==> config.mk <==
export PLATFORM = sky130hd
export DESIGN_NAME = b11_rx_feeder
export DESIGN_NICKNAME = d
export VERILOG_FILES = /design/src/rtl/b11_rx_feeder.sv
export SDC_FILE = /design/constraint.sdc
export NUM_CORES = 1
export LEC_CHECK = 0
export ABC_AREA = 1
export CORE_UTILIZATION = 37
export CTS_BUF_LIST = sky130_fd_sc_hd__clkbuf_8
export DETAILED_ROUTE_END_ITERATION = 8
export GPL_ROUTABILITY_DRIVEN = 0
export SETUP_SLACK_MARGIN = 0.4
export SYNTH_ARGS = -nofsm -noshare
export SYNTH_HDL_FRONTEND = slang
export SYNTH_SLANG_ARGS = --single-unit
==> constraint.sdc <==
create_clock -name clock -period 2.1 [get_ports clock]
set_clock_uncertainty 0.1 [all_clocks]
set_input_delay 0.42 -clock clock [delete_from_list [all_inputs] [get_ports clock]]
set_output_delay 0.42 -clock clock [all_outputs]
set_load 0.05 [all_outputs]
==> src/rtl/b11_rx_feeder.sv <==
// b11_rx_feeder: serial frame receiver feeding a small word FIFO, drained by a
// strobe generator that presents one word at a time to a downstream b11 with
// an active-low strobe and a minimum spacing of GAP cycles between strobes.
module b11_rx_feeder #(
  parameter int GAP   = 12,
  parameter int DEPTH = 4
) (
  input  logic       clock,
  input  logic       reset,
  input  logic       rx_bit,
  input  logic       rx_tick,
  output logic [5:0] x_out,
  output logic       stbi,
  output logic       frm_err,
  output logic       ovf,
  output logic [3:0] fifo_cnt
);

  localparam int AW = $clog2(DEPTH);
  localparam logic [6:0] GAP_END = 7'(GAP - 2);
  localparam logic [3:0] FULL_CNT = 4'(DEPTH);

  typedef enum logic [1:0] {R_IDLE, R_DATA, R_STOP} rx_state_t;
  typedef enum logic [1:0] {S_IDLE, S_STRB, S_GAP} st_state_t;

  rx_state_t rx_state, rx_state_next;
  logic [2:0] bit_cnt, bit_cnt_next;
  logic [5:0] shift, shift_next;
  logic       push;
  logic       bad_stop;

  st_state_t  st_state, st_state_next;
  logic [5:0] gap_cnt, gap_cnt_next;
  logic       pop;

  logic [5:0]    mem [DEPTH];
  logic [AW-1:0] wr_ptr, rd_ptr;
  logic          full;
  logic          wr_en;

  // Receive FSM next state: advances only on bit ticks. Data bits are
  // shifted in at the top so that after six ticks the first bit sits at
  // position 0 (LSB first).
  always_comb begin
    rx_state_next = rx_state;
    bit_cnt_next  = bit_cnt;
    shift_next    = shift;
    push          = 1'b0;
    bad_stop      = 1'b0;
    if (rx_tick) begin
      case (rx_state)
        R_IDLE: begin
          if (!rx_bit) begin
            rx_state_next = R_DATA;
            bit_cnt_next  = 3'd0;
          end
        end
        R_DATA: begin
          shift_next   = {rx_bit, shift[5:1]};
          bit_cnt_next = bit_cnt + 3'd1;
          if (bit_cnt == 3'd5) rx_state_next = R_STOP;
        end
        R_STOP: begin
          // A low stop bit is reported and swallowed; it is never a start bit.
          if (rx_bit) push = 1'b1;
          else        bad_stop = 1'b1;
          rx_state_next = R_IDLE;
        end
        default: rx_state_next = R_IDLE;
      endcase
    end
  end

  // Receive FSM registers.
  always_ff @(posedge clock or posedge reset) begin
    if (reset) begin
      rx_state <= R_IDLE;
      bit_cnt  <= 3'd0;
      shift    <= 6'd0;
      frm_err  <= 1'b0;
    end else begin
      rx_state <= rx_state_next;
      bit_cnt  <= bit_cnt_next;
      shift    <= shift_next;
      frm_err  <= bad_stop;
    end
  end

  // Strobe FSM next state: pop on leaving S_IDLE, one strobe cycle, then
  // S_GAP long enough that strobes are GAP cycles apart when back to back.
  always_comb begin
    st_state_next = st_state;
    gap_cnt_next  = gap_cnt;
    pop           = 1'b0;
    case (st_state)
      S_IDLE: begin
        if (fifo_cnt != 4'd0) begin
          st_state_next = S_STRB;
          pop           = 1'b1;
        end
      end
      S_STRB: begin
        st_state_next = S_GAP;
        gap_cnt_next  = 6'd0;
      end
      S_GAP: begin
        gap_cnt_next = gap_cnt + 6'd1;
        if ({1'b0, gap_cnt} + 7'd1 >= GAP_END) st_state_next = S_IDLE;
      end
      default: st_state_next = S_IDLE;
    endcase
  end

  // A full FIFO still takes a word when a pop frees the slot that same cycle.
  assign full  = (fifo_cnt == FULL_CNT);
  assign wr_en = push && (!full || pop);
  assign stbi  = (st_state != S_STRB);

  // Strobe FSM, FIFO bookkeeping, overflow flag and output word register.
  always_ff @(posedge clock or posedge reset) begin
    if (reset) begin
      st_state <= S_IDLE;
      gap_cnt  <= 6'd0;
      wr_ptr   <= '0;
      rd_ptr   <= '0;
      fifo_cnt <= 4'd0;
      ovf      <= 1'b0;
      x_out    <= 6'd0;
    end else begin
      st_state <= st_state_next;
      gap_cnt  <= gap_cnt_next;
      if (wr_en) wr_ptr <= wr_ptr + AW'(1);
      if (pop) begin
        rd_ptr <= rd_ptr + AW'(1);
        x_out  <= mem[rd_ptr];
      end
      case ({wr_en, pop})
        2'b10:   fifo_cnt <= fifo_cnt + 4'd1;
        2'b01:   fifo_cnt <= fifo_cnt - 4'd1;
        default: fifo_cnt <= fifo_cnt;
      endcase
      if (push && full && !pop) ovf <= 1'b1;
    end
  end

  // Word storage; contents need no reset because occupancy gates every read.
  always_ff @(posedge clock) begin
    if (wr_en) mem[wr_ptr] <= shift;
  end

endmodule

* Word-level counts from Yosys, hierarchy flattened
Memories as Yosys holds them, arrays and structs flattened. A register that Yosys moved wholly into a read port is not among the register bits. Index checks and enable logic that the tools add are counted.
Storage, ports and cells: logic and storage cells 68, register bits 29, input port bits 4, memories 1, bits in writable memories 24, output and inout bits 13
Cells by class: $add $sub $neg 7, equal/unequal tests 13, order comparisons 1, mux-type cells 20, reduce and logical (&&, ||, !) cells 16
Memory list:
- mem | depth 4, bits a word 6, read ports 1, clocked after memory_dff 1, wr ports 1, line 36 | logic [5:0] mem [DEPTH];
Operator list (count):
- $pmux W6 S2 | 1
- $mux W1 | 10
- $mux W2 | 4
- $ne A2 B2 Y1 const B | 4
- $pmux W4 S2 | 1
- $add A6 B1 Y7 const B | 1
- $ge A7 B4 Y1 const B | 1
- $add A6 B1 Y6 const B | 1
- $eq A2 B1 Y1 const B | 3
- $eq A2 B2 Y1 const B | 3
- $pmux W2 S3 | 1
- $pmux W3 S2 | 1
- $reduce_and A3 Y1 | 2
- $reduce_bool A2 Y1 | 3
- $add A2 B1 Y2 const B | 2
- $add A4 B1 Y4 const B | 1
- $eq A4 B3 Y1 const B | 1
- $logic_not A2 Y1 | 2
- $pmux W2 S2 | 1
- $reduce_and A2 Y1 | 2
- $reduce_bool A4 Y1 | 1
- $sub A4 B1 Y4 const B | 1
- $add A3 B1 Y3 const B | 1
- $eq A3 B3 Y1 const B | 1
- 5 further kinds | 8

* Depth between registers and ports, before layout
Gate-level depths: netlist of the first run.
word-level depth 7, gate-level depth with buffers 14, mapped depth without buffers 14

* Least setup slack after synthesis of the first run
No wires, ideal clock.
path kind register to register, start reg fifo_cnt[0], end reg fifo_cnt[3], path slack -221 ps, cell stages (with the launch flop) 15, setup time 113 ps, arrival 2108 ps, path buffers 0, data required time 1887 ps, period minus slack after synthesis 2321 ps, cell sequence dfrtp_1 > nor2_2 > nand2_2 > nand2_4 > inv_4 > nand2_4 > inv_1 > ha_1 > a21oi_1 > nand2_1 > nand3b_1 > nand2_1 > nand2_1 > nand2_1 > inv_1
Between the ends: word-level cells in the longest chain between the ends 7
RTL lines:
- start: declaration | line 16 | output logic [3:0] fifo_cnt
- start signal: assignment | line 138 | 2'b10: fifo_cnt <= fifo_cnt + 4'd1;
- start signal: assignment | line 139 | 2'b01: fifo_cnt <= fifo_cnt - 4'd1;
- start signal: assignment | line 140 | default: fifo_cnt <= fifo_cnt;
- $reduce_bool A4 Y1 | line 97 | if (fifo_cnt != 4'd0) begin
- $mux W1 | line 97
- $mux W1 | line 95 | case (st_state)
- $logic_or A1 B1 Y1 | line 116 | assign wr_en = push && (!full || pop);
- $logic_and A1 B1 Y1 | line 116
- $eq A2 B1 Y1 / $eq A2 B2 Y1 (equally long branches) | line 137 | case ({wr_en, pop})
- $pmux W4 S2 / $reduce_bool A2 Y1 (equally long branches)
Several ways; a longest one is shown, not always the timed one. A chain may end at the register's enable or synchronous reset.

* Final worst setup path of the first run
start reg st_state[0], end reg fifo_cnt[1]
Between the ends: word-level cells in the longest chain between the ends 6
RTL lines:
- start: declaration | line 32 | st_state_t st_state, st_state_next;
- start signal: assignment | line 130 | st_state <= st_state_next;
- $logic_not A2 Y1 (*) | line 95
- $mux W1 (*) | line 95
- $logic_or A1 B1 Y1 | line 116
- $logic_and A1 B1 Y1 | line 116
- $eq A2 B1 Y1 / $eq A2 B2 Y1 (equally long branches) | line 137
- $pmux W4 S2 / $reduce_bool A2 Y1 (equally long branches)
Mark *: on every way between the ends. The rest lies on a longest branch, timed or not.

==> impl_metrics.xml, run 1 <==
<?xml version="1.0" encoding="UTF-8"?>
<metrics>
  <group name="logic_synthesis">
    <metric name="synthTopCellsByArea" unit="">sky130_fd_sc_hd__dfrtp_1 32%, sky130_fd_sc_hd__edfxtp_1 26%, sky130_fd_sc_hd__nand2_1 8.1%, sky130_fd_sc_hd__ha_1 6.4%, sky130_fd_sc_hd__inv_1 4.1%</metric>
    <metric name="syn_area" unit="um2">2749</metric>
    <metric name="syn_inst" unit="">267</metric>
    <metric name="synth.yosys.seq_area_share" unit="">0.5808</metric>
    <metric name="synth_largest_area_cell" unit="">sky130_fd_sc_hd__dfrtp_1</metric>
    <metric name="syn_nets" unit="">286</metric>
    <metric name="synth_cell_type_count" unit="">31</metric>
    <metric name="dominantRegCellSynth" unit="">sky130_fd_sc_hd__dfrtp_1</metric>
    <metric name="asyncSetResetFlopFracSynth" unit="">0.5932</metric>
    <metric name="synth_top_area_share" unit="">0.3186</metric>
    <metric name="synth.ff_latch_count" unit="">59</metric>
    <metric name="yosys_warnings" unit="">0</metric>
    <metric name="synth_enable_flop_cells" unit="">24</metric>
    <metric name="synth_area_per_cell" unit="um2">10.30</metric>
  </group>
  <group name="clock_tree">
    <metric name="total_clock_sinks" unit="">59</metric>
    <metric name="hold_buffers" unit="">0</metric>
    <metric name="clkLatencyLatePin" unit="ps">330</metric>
    <metric name="clkTransAtPathRegs" unit="ps">70</metric>
    <metric name="cts_tree" unit="">done</metric>
    <metric name="total_cts_buffers" unit="">9</metric>
    <metric name="cts-root-to-sink-buffers" unit="">2</metric>
    <metric name="root_buffer_selected_by_cts" unit="">sky130_fd_sc_hd__clkbuf_8</metric>
    <metric name="clock_tree.htree_level_count" unit="">3</metric>
  </group>
  <group name="power_and_ir_drop">
    <metric name="leakagePower" unit="uW">0.001605</metric>
    <metric name="power_density" unit="nW/um2">1577</metric>
    <metric name="ir_worst_vdd" unit="V">0.0005177</metric>
  </group>
  <group name="job">
    <metric name="cap_violations" unit="">0</metric>
  </group>
  <group name="route">
    <metric name="first_iter_violations" unit="">59</metric>
    <metric name="wl_met1" unit="mm">2.227</metric>
    <metric name="routed-via-count" unit="">1966</metric>
    <metric name="drt_pre_antenna_iters" unit="">4</metric>
    <metric name="drt_drc_violations_left" unit="">0</metric>
    <metric name="wl_per_cell" unit="um">11.88</metric>
    <metric name="postRouteWirelength" unit="mm">5.122</metric>
    <metric name="ant_nets" unit="">0</metric>
    <metric name="highest_layer" unit="">met4</metric>
    <metric name="met3_wirelength" unit="um">147</metric>
    <metric name="drt-vias-per-instance" unit="">4.561</metric>
    <metric name="met2_length" unit="mm">2.687</metric>
  </group>
  <group name="global_routing">
    <metric name="wire_length_of_the_first_global_routing_pass" unit="mm">8.728</metric>
    <metric name="antenna_found_initial" unit="">0</metric>
    <metric name="grt_max_degree" unit="">36</metric>
    <metric name="first_global_vias" unit="">1893</metric>
    <metric name="grt_util_all_layers" unit="">0.1527</metric>
    <metric name="globalRoute.totalOverflow" unit="">0</metric>
  </group>
  <group name="critical_path">
    <metric name="max_stage_delay" unit="ps">510</metric>
    <metric name="required_arrival_time_at_the_worst_endpoint" unit="ps">2210</metric>
    <metric name="cp-start-kind" unit="">register</metric>
    <metric name="count_of_cells_along_the_worst_register_to_register_path" unit="">10</metric>
    <metric name="worst_r2r_startpoint" unit="">st_state[0]</metric>
    <metric name="cp_cell_sequence" unit="">inv_2, ha_4, nand2_4, inv_6, nand2_8, buf_4, fa_2, inv_1, nand2_1, o21ai_1</metric>
    <metric name="timing.critical_path.to_type" unit="">register</metric>
    <metric name="crit-reg2reg-capture" unit="">fifo_cnt[1]</metric>
    <metric name="criticalPathCategory" unit="">register to register</metric>
    <metric name="startpoint" unit="">st_state[0]</metric>
    <metric name="critical_path_arrival" unit="ps">1950</metric>
    <metric name="critPathSlowestCell" unit="">sky130_fd_sc_hd__fa_2</metric>
    <metric name="rrSetupSlack" unit="ps">260</metric>
    <metric name="crit_fanout" unit="">3</metric>
    <metric name="critPathBufInv" unit="">4</metric>
    <metric name="path_delay_family" unit="">adder cells</metric>
  </group>
  <group name="final_layout">
    <metric name="final_cell_area" unit="um2">3603</metric>
    <metric name="nFillCells" unit="">670</metric>
    <metric name="layout.cells.most_common_list" unit="">58 x sky130_fd_sc_hd__nand2_1, 38 x sky130_fd_sc_hd__buf_4, 29 x sky130_fd_sc_hd__dfrtp_1, 25 x sky130_fd_sc_hd__inv_1, 24 x sky130_fd_sc_hd__edfxtp_1</metric>
    <metric name="finish.net_count" unit="">346</metric>
    <metric name="diodes" unit="">0</metric>
    <metric name="post_route_cells_drive_above_1_share" unit="">0.3133</metric>
    <metric name="most_frequent_standard_cell_in_the_layout_excluding_fill_and_tap_cells" unit="">sky130_fd_sc_hd__nand2_1</metric>
    <metric name="final-instance-count-excl-fill" unit="">431</metric>
    <metric name="layout_area_overhead" unit="%">31.09</metric>
  </group>
  <group name="outcome">
    <metric name="run_status" unit="">complete, no violations</metric>
  </group>
  <group name="timing">
    <metric name="grt_setup_unrepaired" unit="">true</metric>
    <metric name="period_minus_slack" unit="ps">1840</metric>
    <metric name="finalSetupViolCount" unit="">0</metric>
    <metric name="max_slew.worst_pin.slew" unit="ps">453.3</metric>
    <metric name="fin_hold_ws" unit="ps">383.3</metric>
    <metric name="final-hold-violation-count" unit="">0</metric>
    <metric name="worst_slew_margin_rel" unit="">0.6978</metric>
    <metric name="post_route_setup_tns" unit="ps">0</metric>
    <metric name="timing.fmax" unit="MHz">543.6</metric>
    <metric name="min_period_over_period" unit="">0.8760</metric>
    <metric name="timing.final.max_slew_violations" unit="">0</metric>
  </group>
  <group name="placement">
    <metric name="post-dp-hpwl" unit="mm">3.454</metric>
    <metric name="detailed_place.area" unit="um2">3159</metric>
    <metric name="port_buffers" unit="">16</metric>
    <metric name="numPlacedInstances" unit="">393</metric>
  </group>
  <group name="hold_path">
    <metric name="kind_of_path_behind_the_tightest_hold_check" unit="">register to register</metric>
    <metric name="hold_depth" unit="">2</metric>
    <metric name="hp-start" unit="">x_out[3]</metric>
    <metric name="min_delay_worst_endpoint" unit="">x_out[3]</metric>
  </group>
  <group name="die">
    <metric name="floorplan_die_height" unit="um">88.20</metric>
    <metric name="rows" unit="">31</metric>
    <metric name="initial_utilization" unit="">0.3810</metric>
    <metric name="die-width" unit="um">88.20</metric>
    <metric name="pin_count" unit="">17</metric>
    <metric name="core-area" unit="um2">7214</metric>
    <metric name="design.die.area" unit="um2">7778</metric>
  </group>
</metrics>
[worst reg2reg max path, cell delays in order (launching register included)]
cell	delay, ps
sky130_fd_sc_hd__dfrtp_1	400
sky130_fd_sc_hd__inv_2	90
sky130_fd_sc_hd__ha_4	150
sky130_fd_sc_hd__nand2_4	60
sky130_fd_sc_hd__inv_6	70
sky130_fd_sc_hd__nand2_8	50
sky130_fd_sc_hd__buf_4	150
sky130_fd_sc_hd__fa_2	510
sky130_fd_sc_hd__inv_1	40
sky130_fd_sc_hd__nand2_1	60
sky130_fd_sc_hd__o21ai_1	50
[per-layer routing]
metal  GRT usage  vias to the layer above
met5           0                        -
met4     0.04839                        0
met3     0.05655                        6
met2      0.2566                       23
met1      0.1817                      933
li1            -                     1004
[cell families (layout without fill, tap and decap cells)]
family / Yosys count / in the layout / share of synthesized area
simple gates: 113 / 113 / 0.1866
flops: 59 / 59 / 0.5808
compound gates: 35 / 35 / 0.07237
buf+inv: 35 / 100 / 0.05007
fa+ha+maj: 15 / 15 / 0.07101
xor+xnor: 5 / 5 / 0.01867
mux: 5 / 5 / 0.02048
[cell usage after synthesis, types with 3 or more instances]
master	count
sky130_fd_sc_hd__o22ai_1	8
sky130_fd_sc_hd__dfrtp_1	35
sky130_fd_sc_hd__inv_1	30
sky130_fd_sc_hd__o21bai_1	3
sky130_fd_sc_hd__nand2_4	4
sky130_fd_sc_hd__nand3_1	11
sky130_fd_sc_hd__nand2_1	59
sky130_fd_sc_hd__mux2_2	5
sky130_fd_sc_hd__nand4_1	3
sky130_fd_sc_hd__nor2_1	25
sky130_fd_sc_hd__edfxtp_1	24
sky130_fd_sc_hd__ha_1	14
sky130_fd_sc_hd__nand2_2	4
sky130_fd_sc_hd__o21ai_0	20
[how the worst max path moves through the flow]
stage | endpoint | slack [ps] | cells after the start
finish | fifo_cnt[1] | 260 | 10
global route | fifo_cnt[3] | 150 | 14
CTS | fifo_cnt[3] | 280 | 14
detailed placement | fifo_cnt[3] | -250 | 14
global placement | fifo_cnt[3] | -210 | 14
floorplan | fifo_cnt[3] | 40 | 14
[repair_timing]
item                                    CTS  global route
setup buffers                            16             6
pin swaps                                 5             8
endpoints found under the setup margin   37            34
resized for setup                        41            11
[where the power goes]
| group | switching (uW) | internal (uW) | total (uW) |
|---|---|---|---|
| clock | 419 | 727 | 1150 |
| combinational | 1530 | 1140 | 2670 |
| sequential | 303 | 1570 | 1870 |
[registers in the layout (all words and copies together) (netlist names)]
signal / count
wr_ptr: 2
shift: 6
ovf: 1
fifo_cnt: 4
rd_ptr: 2
x_out: 6
gap_cnt: 6
bit_cnt: 3
st_state: 2
mem: 24
rx_state: 2
frm_err: 1
[area by class of cell]
class                   count  area, um2  share of cell area
inverters                  32      131.4             0.03646
clock inverters             5      75.07             0.02083
multi-input cells         173       1090              0.3024
flip-flops and latches     59       1604              0.4451
repair buffers             52      427.9              0.1187
clock buffers              11      151.4             0.04201
well taps                  99      123.9             0.03438
[per-stage QoR]
stage               power [uW]  setup slack, ps    util
floorplan                 3536            44.22       -
global placement          4159           -206.6  0.4379
detailed placement        4215           -251.2  0.4379
CTS                       5625            277.5  0.4906
global route              6170            145.5  0.4995
finish                    5684            260.5  0.4995
No activity file was read; power rests on OpenSTA's default activity.
==> run 2, diff against run 1 <==
PLACE_DENSITY = 0.62   (was not set)
==> run 2 against run 1 <==
Net effect: power fell by 4.4%; sequential power barely moved; worst hold slack got worse by 6.0 ps; clock-buffer cell count rose by 1; fmax barely moved; sequential share of layout area rose by 1.1 points; via count fell by 1.0%; register-to-register slack barely moved; setup slack barely moved; global-route usage fell by 0.78 points; clock power fell by 19%; critical endpoint unchanged; highest routed layer unchanged.
==> impl_metrics.xml, run 2 (synthesis gave the netlist of run 1 again) <==
<?xml version="1.0" encoding="UTF-8"?>
<metrics>
  <group name="timing">
    <metric name="period_minus_slack" unit="ps">1840</metric>
    <metric name="timing.fmax" unit="MHz">543.6</metric>
    <metric name="fin_hold_ws" unit="ps">377.3</metric>
    <metric name="min_period_over_period" unit="">0.8760</metric>
    <metric name="final_critical_path_setup_slack" unit="ps">260.3</metric>
    <metric name="finalSetupViolCount" unit="">0</metric>
    <metric name="timing.final.max_slew_violations" unit="">0</metric>
    <metric name="max_slew.worst_pin.slew" unit="ps">461.9</metric>
    <metric name="worst_slew_margin_rel" unit="">0.6921</metric>
    <metric name="final-hold-violation-count" unit="">0</metric>
    <metric name="grt_setup_unrepaired" unit="">true</metric>
  </group>
  <group name="final_layout">
    <metric name="most_frequent_standard_cell_in_the_layout_excluding_fill_and_tap_cells" unit="">sky130_fd_sc_hd__nand2_1</metric>
    <metric name="top_register" unit="">mem</metric>
    <metric name="nFillCells" unit="">685</metric>
    <metric name="finish.net_count" unit="">341</metric>
    <metric name="flip_flop_count_of_the_largest_register_all_copies_and_words_added" unit="">24</metric>
    <metric name="final_cell_area" unit="um2">3517</metric>
    <metric name="diodes" unit="">0</metric>
    <metric name="layout.cells.most_common_list" unit="">58 x sky130_fd_sc_hd__nand2_1, 33 x sky130_fd_sc_hd__buf_4, 29 x sky130_fd_sc_hd__dfrtp_1, 26 x sky130_fd_sc_hd__inv_1</metric>
    <metric name="area_of_the_multi_input_gates" unit="um2">1087</metric>
    <metric name="post_route_cells_drive_above_1_share" unit="">0.2997</metric>
    <metric name="layout_area_overhead" unit="%">27.95</metric>
    <metric name="register_area" unit="um2">1604</metric>
  </group>
  <group name="power_and_ir_drop">
    <metric name="sw_frac_of_total" unit="">0.4140</metric>
    <metric name="net-switching-power" unit="uW">2249</metric>
    <metric name="seq_pwr_share" unit="">0.345</metric>
    <metric name="power_consumption" unit="uW">5433</metric>
    <metric name="internal_pwr_total" unit="uW">3184</metric>
    <metric name="combinationalPowerShare" unit="">0.483</metric>
    <metric name="ir_worst_vdd" unit="V">0.0006277</metric>
    <metric name="clock_power_share" unit="">0.172</metric>
    <metric name="power_density" unit="nW/um2">1545</metric>
    <metric name="leakagePower" unit="uW">0.001561</metric>
  </group>
  <group name="placement">
    <metric name="detailed_place.area" unit="um2">3159</metric>
    <metric name="port_buffers" unit="">16</metric>
    <metric name="post-dp-hpwl" unit="mm">3.338</metric>
    <metric name="pre_cts_slack" unit="ps">-261.3</metric>
  </group>
  <group name="critical_path">
    <metric name="required_arrival_time_at_the_worst_endpoint" unit="ps">2210</metric>
    <metric name="cp-start-kind" unit="">register</metric>
    <metric name="timing.critical_path.to_type" unit="">register</metric>
    <metric name="critPathSlowestCell" unit="">sky130_fd_sc_hd__fa_2</metric>
    <metric name="path_delay_family" unit="">adder cells</metric>
    <metric name="criticalPathCategory" unit="">register to register</metric>
    <metric name="crit_fanout" unit="">3</metric>
    <metric name="critPathBufInv" unit="">4</metric>
    <metric name="max_stage_delay" unit="ps">510</metric>
    <metric name="cp_cell_sequence" unit="">inv_2, ha_4, nand2_4, inv_6, nand2_8, buf_4, fa_2, inv_1, nand2_1, o21ai_1</metric>
    <metric name="rrSetupSlack" unit="ps">260</metric>
    <metric name="critical_path_arrival" unit="ps">1950</metric>
  </group>
  <group name="outcome">
    <metric name="run_status" unit="">complete, no violations</metric>
  </group>
  <group name="global_routing">
    <metric name="antenna_found_initial" unit="">0</metric>
    <metric name="wire_length_of_the_first_global_routing_pass" unit="mm">8.418</metric>
    <metric name="grt_max_degree" unit="">36</metric>
    <metric name="first_global_vias" unit="">1833</metric>
    <metric name="globalRoute.totalOverflow" unit="">0</metric>
    <metric name="grt_util_all_layers" unit="">0.1449</metric>
  </group>
  <group name="route">
    <metric name="drt_pre_antenna_iters" unit="">4</metric>
    <metric name="first_iter_violations" unit="">96</metric>
    <metric name="postRouteWirelength" unit="mm">5.101</metric>
    <metric name="drt_drc_violations_left" unit="">0</metric>
    <metric name="wl_per_cell" unit="um">11.97</metric>
    <metric name="drt-vias-per-instance" unit="">4.568</metric>
    <metric name="ant_nets" unit="">0</metric>
    <metric name="routed-via-count" unit="">1946</metric>
  </group>
  <group name="clock_tree">
    <metric name="hold_buffers" unit="">0</metric>
    <metric name="total_clock_sinks" unit="">59</metric>
    <metric name="total_cts_buffers" unit="">9</metric>
    <metric name="cts-root-to-sink-buffers" unit="">2</metric>
    <metric name="cts_tree" unit="">done</metric>
    <metric name="clkLatencyLatePin" unit="ps">320</metric>
    <metric name="clkTransAtPathRegs" unit="ps">70</metric>
    <metric name="root_buffer_selected_by_cts" unit="">sky130_fd_sc_hd__clkbuf_8</metric>
    <metric name="clock_tree.htree_level_count" unit="">3</metric>
  </group>
  <group name="job">
    <metric name="cap_violations" unit="">0</metric>
  </group>
  <group name="die">
    <metric name="pin_count" unit="">17</metric>
    <metric name="floorplan_die_height" unit="um">88.20</metric>
    <metric name="die-width" unit="um">88.20</metric>
    <metric name="design.die.area" unit="um2">7778</metric>
    <metric name="core-area" unit="um2">7214</metric>
    <metric name="initial_utilization" unit="">0.3810</metric>
    <metric name="rows" unit="">31</metric>
  </group>
  <group name="hold_path">
    <metric name="kind_of_path_behind_the_tightest_hold_check" unit="">register to register</metric>
  </group>
</metrics>
==> run 2: timing repair <==
item,CTS,global route
gates resized for setup,38,11
pin swaps,10,6
setup endpoints to repair,28,32
buffers inserted,13,4
==> run 2: cell type report <==
type / instances / area share
clock buffers: 12 / 0.04696
well taps: 99 / 0.03522
multi-input cells: 173 / 0.3091
flip-flops and latches: 59 / 0.4561
inverters: 32 / 0.03664
clock inverters: 4 / 0.004980
repair buffers: 47 / 0.1110
==> run 2: power by group through the flow <==
stage / registers, uW / clock network, uW / logic, uW
finish: 1880 / 932 / 2620
global route: 1920 / 1010 / 2920
CTS: 1870 / 961 / 2550
detailed placement: 1920 / 0 / 2290
global placement: 1910 / 0 / 2230
floorplan: 2180 / 0 / 1360
==> run 2: through the flow <==
stage,std cells,util,TNS [ps]
final,426,0.4875,0
after global placement,393,0.4379,-409.7
after global routing,426,0.4875,0
after CTS,422,0.4809,0
after floorplan,267,-,0
after detailed placement,393,0.4379,-544.1
==> run 2: tightest hold or removal path, delay by kind of cell (launching register included) <==
kind	cells	cell delay (ps)
flip-flops	1	340
AND/OR/NAND/NOR	2	100
==> run 2: metal layers <==
| layer | global-route usage | vias to the layer above | wire length (um) | share of wire |
|---|---|---|---|---|
| li1 | - | 993 | - | - |
| met1 | 0.1864 | 919 | 2455 | 0.48 |
| met2 | 0.2301 | 28 | 2437 | 0.48 |
| met3 | 0.04807 | 6 | 156 | 0.031 |
| met4 | 0.04839 | 0 | 51 | 0.010 |
| met5 | 0 | - | 0 | 0 |
==> run 2: worst paths after layout <==
path                               end  depth (start not counted)         from
setup reg to reg           fifo_cnt[1]                         10  st_state[0]
hold reg to reg               x_out[2]                          2     x_out[2]
max in group asynchronous  fifo_cnt[0]                          3        reset
setup / recovery           fifo_cnt[1]                         10  st_state[0]
hold / removal                x_out[2]                          2     x_out[2]
min in group asynchronous    rd_ptr[1]                          3        reset
==> RTL edit 1 (settings of run 1) <==
Take the reset off `shift` and load it in a clocked block of its own.
--- a/src/rtl/b11_rx_feeder.sv
+++ b/src/rtl/b11_rx_feeder.sv
@@ -76,14 +76,16 @@
     if (reset) begin
       rx_state <= R_IDLE;
       bit_cnt  <= 3'd0;
-      shift    <= 6'd0;
       frm_err  <= 1'b0;
     end else begin
       rx_state <= rx_state_next;
       bit_cnt  <= bit_cnt_next;
-      shift    <= shift_next;
       frm_err  <= bad_stop;
     end
+  end
+
+  always_ff @(posedge clock) begin
+    shift <= shift_next;
   end
 
   // Strobe FSM next state: pop on leaving S_IDLE, one strobe cycle, then
Formal check against the unedited RTL: same outputs for any inputs over 10 cycles, from zero or initial values and one cycle with reset high; that may be too few to reach the edited logic, so the function may still have changed.
==> RTL edit 1 against run 1 <==
Setup slack better by 0.0052 ns; total power down 2.8%; cell area down 1.5%; sequential cell count unchanged; critical path type unchanged; synthesized area down 0.86%; wire length up 1.9%; synthesized cell count down 1.9%.
==> RTL edit 1: results (changes against run 1) <==
Worst setup path
  • CP arrival: 1.95 ns (about the same)
  • Critical Path Max Stage Delay: 0.39 ns (-0.12 ns)
  • Family with the most delay on the worst path: simple AND/OR/NAND/NOR gates
  • Crit Reg-Reg Startpoint: st_state[1]$_DFFE_PP0P_
  • CP max stage cell: dfrtp_1
  • FF-to-FF End: fifo_cnt[3]$_DFFE_PP0P_
  • R2R cell count: 14 (+4)
  • Reg2Reg Setup Slack: 0.27 ns

Drt
  • Vias per cell: 4.68 (+2.6%)
  • Total length of routed wires: 5220 µm (+1.9%)
  • Initial drt markers: 122 (+110%)
  • WL/cell: 12.5 µm (+5.3%)

Synth
  • Async SR Flop Fraction: 49.2% (-10 points)
  • Yosys warning total: 0 (unchanged)
  • Syn nets: 281 (-1.7%)
  • Mean area per synthesized cell: 10.4 µm² (+1.0%)
  • Post-synth top cells: nand2_1 (56), inv_1 (32), edfxtp_1 (30)
  • Synth cell types: 29 (-6.5%)
  • Seq/Total Area, Yosys: 59.7% (+1.6 points)
  • Dominant cells by area after synthesis: edfxtp_1 (33%), dfrtp_1 (27%), nand2_1 (7.7%), ha_1 (6.4%), inv_1 (4.4%)
  • Number of flops mapped to enable cells by yosys: 30 (+25%)

Finish
  • Number of flip-flops in the largest register: 24 (unchanged)
  • Share of cells above drive strength 1: 30.5% (-0.80 points)
  • Largest register by flop count: mem
  • Number of fill cells: 644 (-3.9%)
  • Nets: 335 (-3.2%)
  • Antenna Cells: 0 (unchanged)

Placed design
  • Placed Cells: 387 (-1.5%)
  • Post-DP HPWL: 3430 µm (-0.60%)

Power and ir drop
  • Maximum vdd drop: 0.000756 V (+46%)
  • P_leak: 1.53 nW (-4.8%)
  • Int Pwr: 3.24 mW (-5.5%)

Clock network
  • Clock Latency Late Sink: 0.33 ns (about the same)
  • Longest Clk Path Bufs: 2 (unchanged)
  • Clock Tree Root: clkbuf_8
  • H-tree depth: 3 (unchanged)

Global route
  • Vias in the first global route: 1951 (+3.1%)
  • Initial antenna violation count: 0 (unchanged)
  • Global-route wire length before repair: 8810 µm (+0.95%)
  • Largest net degree at the start of global routing: 30 (-17%)
  • GRT Overall Usage: 15.2% (-0.035 points)

Min path
  • Worst min path class: input port to asynchronous set/reset pin

STA
  • Slew HR: 67.9% (-1.9 points)
  • Hold WS: 0.357 ns (-0.0260 ns)

Outcome
  • Status: complete, no violations
-- RTL edit 1: kinds of logic (layout without fill, tap and decap cells) --
| kind of cell | after synthesis | count (layout) | share of synthesized area [%] |
|---|---|---|---|
| flops | 59 | 59 | 59.7 |
| buf+inv | 37 | 96 | 5.51 |
| simple gates | 110 | 110 | 18.6 |
| fa+ha+maj | 15 | 15 | 7.16 |
| compound gates | 36 | 36 | 7.39 |
| xor+xnor | 5 | 5 | 1.61 |
-- RTL edit 1: power groups by stage --
stage                     combinational (mW)  clock (mW)  sequential, mW
after floorplan                         1.35           0            2.09
after global placement                  2.32           0            1.78
after detailed placement                2.37           0            1.79
after CTS                               2.61        1.06            1.75
after global routing                    3.06        1.10            1.78
final                                   2.74        1.03            1.75
-- RTL edit 1: worst min-delay path, cell delays in order --
cell and delay, ns:
clkdlybuf4s50_1 0.39, inv_1 0.05, buf_4 0.35
-- RTL edit 1: repair_timing --
| item | in CTS | in global routing |
|---|---|---|
| buffers inserted | 11 | 3 |
| hold buffers | 0 | 0 |
| setup endpoints to repair | 18 | 32 |
| resized for setup | 39 | 17 |
| pin swaps | 6 | 10 |
-- RTL edit 1: metal layers --
metal | share of wire (%) | GRT usage, % | vias up
met3 | 2.9 | 4.24 | 7
met1 | 47 | 18.3 | 943
met5 | 0 | 0 | -
met2 | 49 | 26.0 | 27
li1 | - | - | 975
met4 | 0.94 | 5.81 | 0
-- RTL edit 1: how the worst max path moves through the flow --
stage                                 start                 endpoint  cells after the start  slack (ns)
floorplan           fifo_cnt[0]$_DFFE_PP0P_  fifo_cnt[3]$_DFFE_PP0P_                     14        0.06
global placement                    rx_tick  fifo_cnt[3]$_DFFE_PP0P_                     14       -0.19
detailed placement                  rx_tick  fifo_cnt[3]$_DFFE_PP0P_                     14       -0.27
CTS                 st_state[1]$_DFFE_PP0P_  fifo_cnt[3]$_DFFE_PP0P_                     14        0.27
global route        fifo_cnt[0]$_DFFE_PP0P_  fifo_cnt[3]$_DFFE_PP0P_                     14        0.14
finish              st_state[1]$_DFFE_PP0P_  fifo_cnt[3]$_DFFE_PP0P_                     14        0.27
-- RTL edit 1: layout make-up --
cell class	count	area (µm²)	area share, %
flip-flops and latches	59	1630	46.0
well taps	96	120	3.38
multi-input cells	166	1050	29.6
clock buffers	10	138	3.88
inverters	34	143	4.02
clock inverters	6	63.8	1.80
repair buffers	46	403	11.3
-- RTL edit 1: through the flow --
stage	instance area [µm²]	total power, mW	util [%]	setup slack, ns	TNS [ns]
3_3_place_gp	3150	4.10	45.4	-0.193	-0.442
4_1_cts	3470	5.41	50.0	0.275	0
3_5_place_dp	3150	4.17	45.4	-0.269	-0.607
2_1_floorplan	2770	3.44	-	0.0596	0
6_report	3550	5.52	51.1	0.266	0
5_1_grt	3550	5.95	51.1	0.136	0
==> RTL edit 2 (flow settings as in run 1) <==
Made on the original files. The parameter `DEPTH` goes from 4 to 8.
--- a/src/rtl/b11_rx_feeder.sv
+++ b/src/rtl/b11_rx_feeder.sv
@@ -3,7 +3,7 @@
 // an active-low strobe and a minimum spacing of GAP cycles between strobes.
 module b11_rx_feeder #(
   parameter int GAP   = 12,
-  parameter int DEPTH = 4
+  parameter int DEPTH = 8
 ) (
   input  logic       clock,
   input  logic       reset,
Check against the original RTL: same outputs for any inputs over 10 cycles, from zero or initial values and one cycle with reset high; that may be too few to reach the edited logic, so the function may still have changed.
==> RTL edit 2 against run 1 <==
Core utilization fell by 1.3 points; sequential power rose by 39%; cell area rose by 33%; global-route usage rose by 1.3 points; combinational power rose by 30%; wire length rose by 57%; die area rose by 37%; count of clock-buffer cells in the layout fell by 2; sequential share of layout area rose by 5.0 points; setup slack got worse by 0.043 ns; sequential cell count rose by 26; total power rose by 27%; fmax fell by 2.3%; synthesized area rose by 38%; critical endpoint unchanged; largest power group unchanged; highest routed layer unchanged.
==> RTL edit 2: results (changes against run 1) <==
Outcome
  • Status: complete, no violations

Drt
  • Vias post-DR: 2668 (+36%)
  • Initial drt markers: 85 (+44%)
  • WL/cell: 14.7 µm (+24%)
  • Drt pass-1 iters: 6 (+2)
  • Vias per cell: 4.89 (+7.1%)

Synth
  • Syn nets: 368 (+29%)
  • Mean area per synthesized cell: 10.8 µm² (+5.0%)
  • Number of flops mapped to enable cells by yosys: 48 (+100%)
  • Dominant cells by area after synthesis: edfxtp_1 (38%), dfrtp_1 (24%), nand2_1 (6.0%), nor2_1 (4.8%), ha_1 (4.0%)
  • Async SR Flop Fraction: 43.5% (-16 points)
  • Seq/Total Area, Yosys: 62.4% (+4.3 points)
  • Synth cell types: 35 (+13%)
  • Post-synth top cells: nand2_1 (61), nor2_1 (49), edfxtp_1 (48)

Clock network
  • Post-CTS Setup Bufs: 18 (+2)
  • Clock Latency Late Sink: 0.36 ns (+0.03 ns)
  • TritonCTS buffer count: 9 (unchanged)
  • Post-CTS sizing: 47 (+15%)
  • Reg clk slew, reported paths: 0.10 ns (+0.03 ns)

Global route
  • Vias in the first global route: 2498 (+32%)
  • Global-route wire length before repair: 12800 µm (+47%)
  • GRT Overall Usage: 16.6% (+1.3 points)
  • Grt total ovfl: 0 (unchanged)
  • Largest net degree at the start of global routing: 38 (+5.6%)

Finish
  • Share of cells above drive strength 1: 29.3% (-2.0 points)
  • Number of flip-flops in the largest register: 48 (+100%)
  • Nets: 425 (+23%)
  • Largest register by flop count: mem
  • Number of fill cells: 876 (+31%)
  • Final Util: 48.6% (-1.3 points)

Power and ir drop
  • P_leak: 1.92 nW (+20%)
  • Int Pwr: 4.17 mW (+22%)
  • Maximum vdd drop: 0.000939 V (+81%)
  • Sw Ratio: 42.1% (+2.5 points)
  • P_seq: 2.59 mW (+39%)
  • P_comb: 3.46 mW (+30%)

Placed design
  • # port buffers: 16 (unchanged)
  • Cell Area, Placed: 4250 µm² (+34%)
  • Placed Cells: 503 (+28%)
  • Post-DP HPWL: 5220 µm (+51%)
  • DP Worst Slack: -0.303 ns (-0.0515 ns)

Worst setup path
  • Worst Path Max Fanout: 4 (+1)
  • CP max stage cell: fa_2
  • CP arrival: 2.04 ns (+0.09 ns)

Min path
  • Worst min path class: input port to asynchronous set/reset pin

STA
  • Slew HR: 68.5% (-1.3 points)
RTL edit 2: routing by layer:
| metal | vias up | track usage, % | part of all wire [%] |
|---|---|---|---|
| met5 | - | 0 | 0 |
| met1 | 1301 | 21.7 | 45 |
| met2 | 52 | 27.4 | 50 |
| met4 | 0 | 4.55 | 1.1 |
| li1 | 1305 | - | - |
| met3 | 10 | 4.44 | 3.9 |
RTL edit 2: cells by family (layout without fill, tap and decap cells):
family          Yosys count  after routing  synth area share (%)
simple gates            148            148                  17.2
flops                    85             85                  62.4
compound gates           55             55                  8.44
buf+inv                  39            101                  4.39
fa+ha+maj                13             13                  4.48
xor+xnor                  6              6                  1.58
mux                       5              5                  1.48
RTL edit 2: area by class of cell:
cell class                 instances  share of cell area (%)
clock inverter                     7                    1.56
clock buffer                       9                    2.58
timing repair buffer              55                    10.3
sequential                        85                    49.5
inverter                          30                    2.56
multi-input combinational        227                    30.0
tap                              133                    3.47
RTL edit 2: worst min-delay path, stage by stage:
cell and delay (ns):
clkdlybuf4s50_1 0.40, inv_1 0.05, buf_4 0.41
RTL edit 2: final timing paths:
path                                    startpoint                       to  slack [ns]  depth (start not counted)
setup / recovery           st_state[1]$_DFFE_PP0P_  fifo_cnt[1]$_DFFE_PP0P_        0.22                          9
max in group asynchronous                    reset   gap_cnt[0]$_DFFE_PP0P_        1.18                          3
hold / removal                               reset     x_out[4]$_DFFE_PP0P_        0.37                          3
setup reg to reg           st_state[1]$_DFFE_PP0P_  fifo_cnt[1]$_DFFE_PP0P_        0.22                          9
hold reg to reg                    ovf$_DFFE_PP0P_          ovf$_DFFE_PP0P_        0.38                          1
min in group clock                 ovf$_DFFE_PP0P_          ovf$_DFFE_PP0P_        0.38                          1
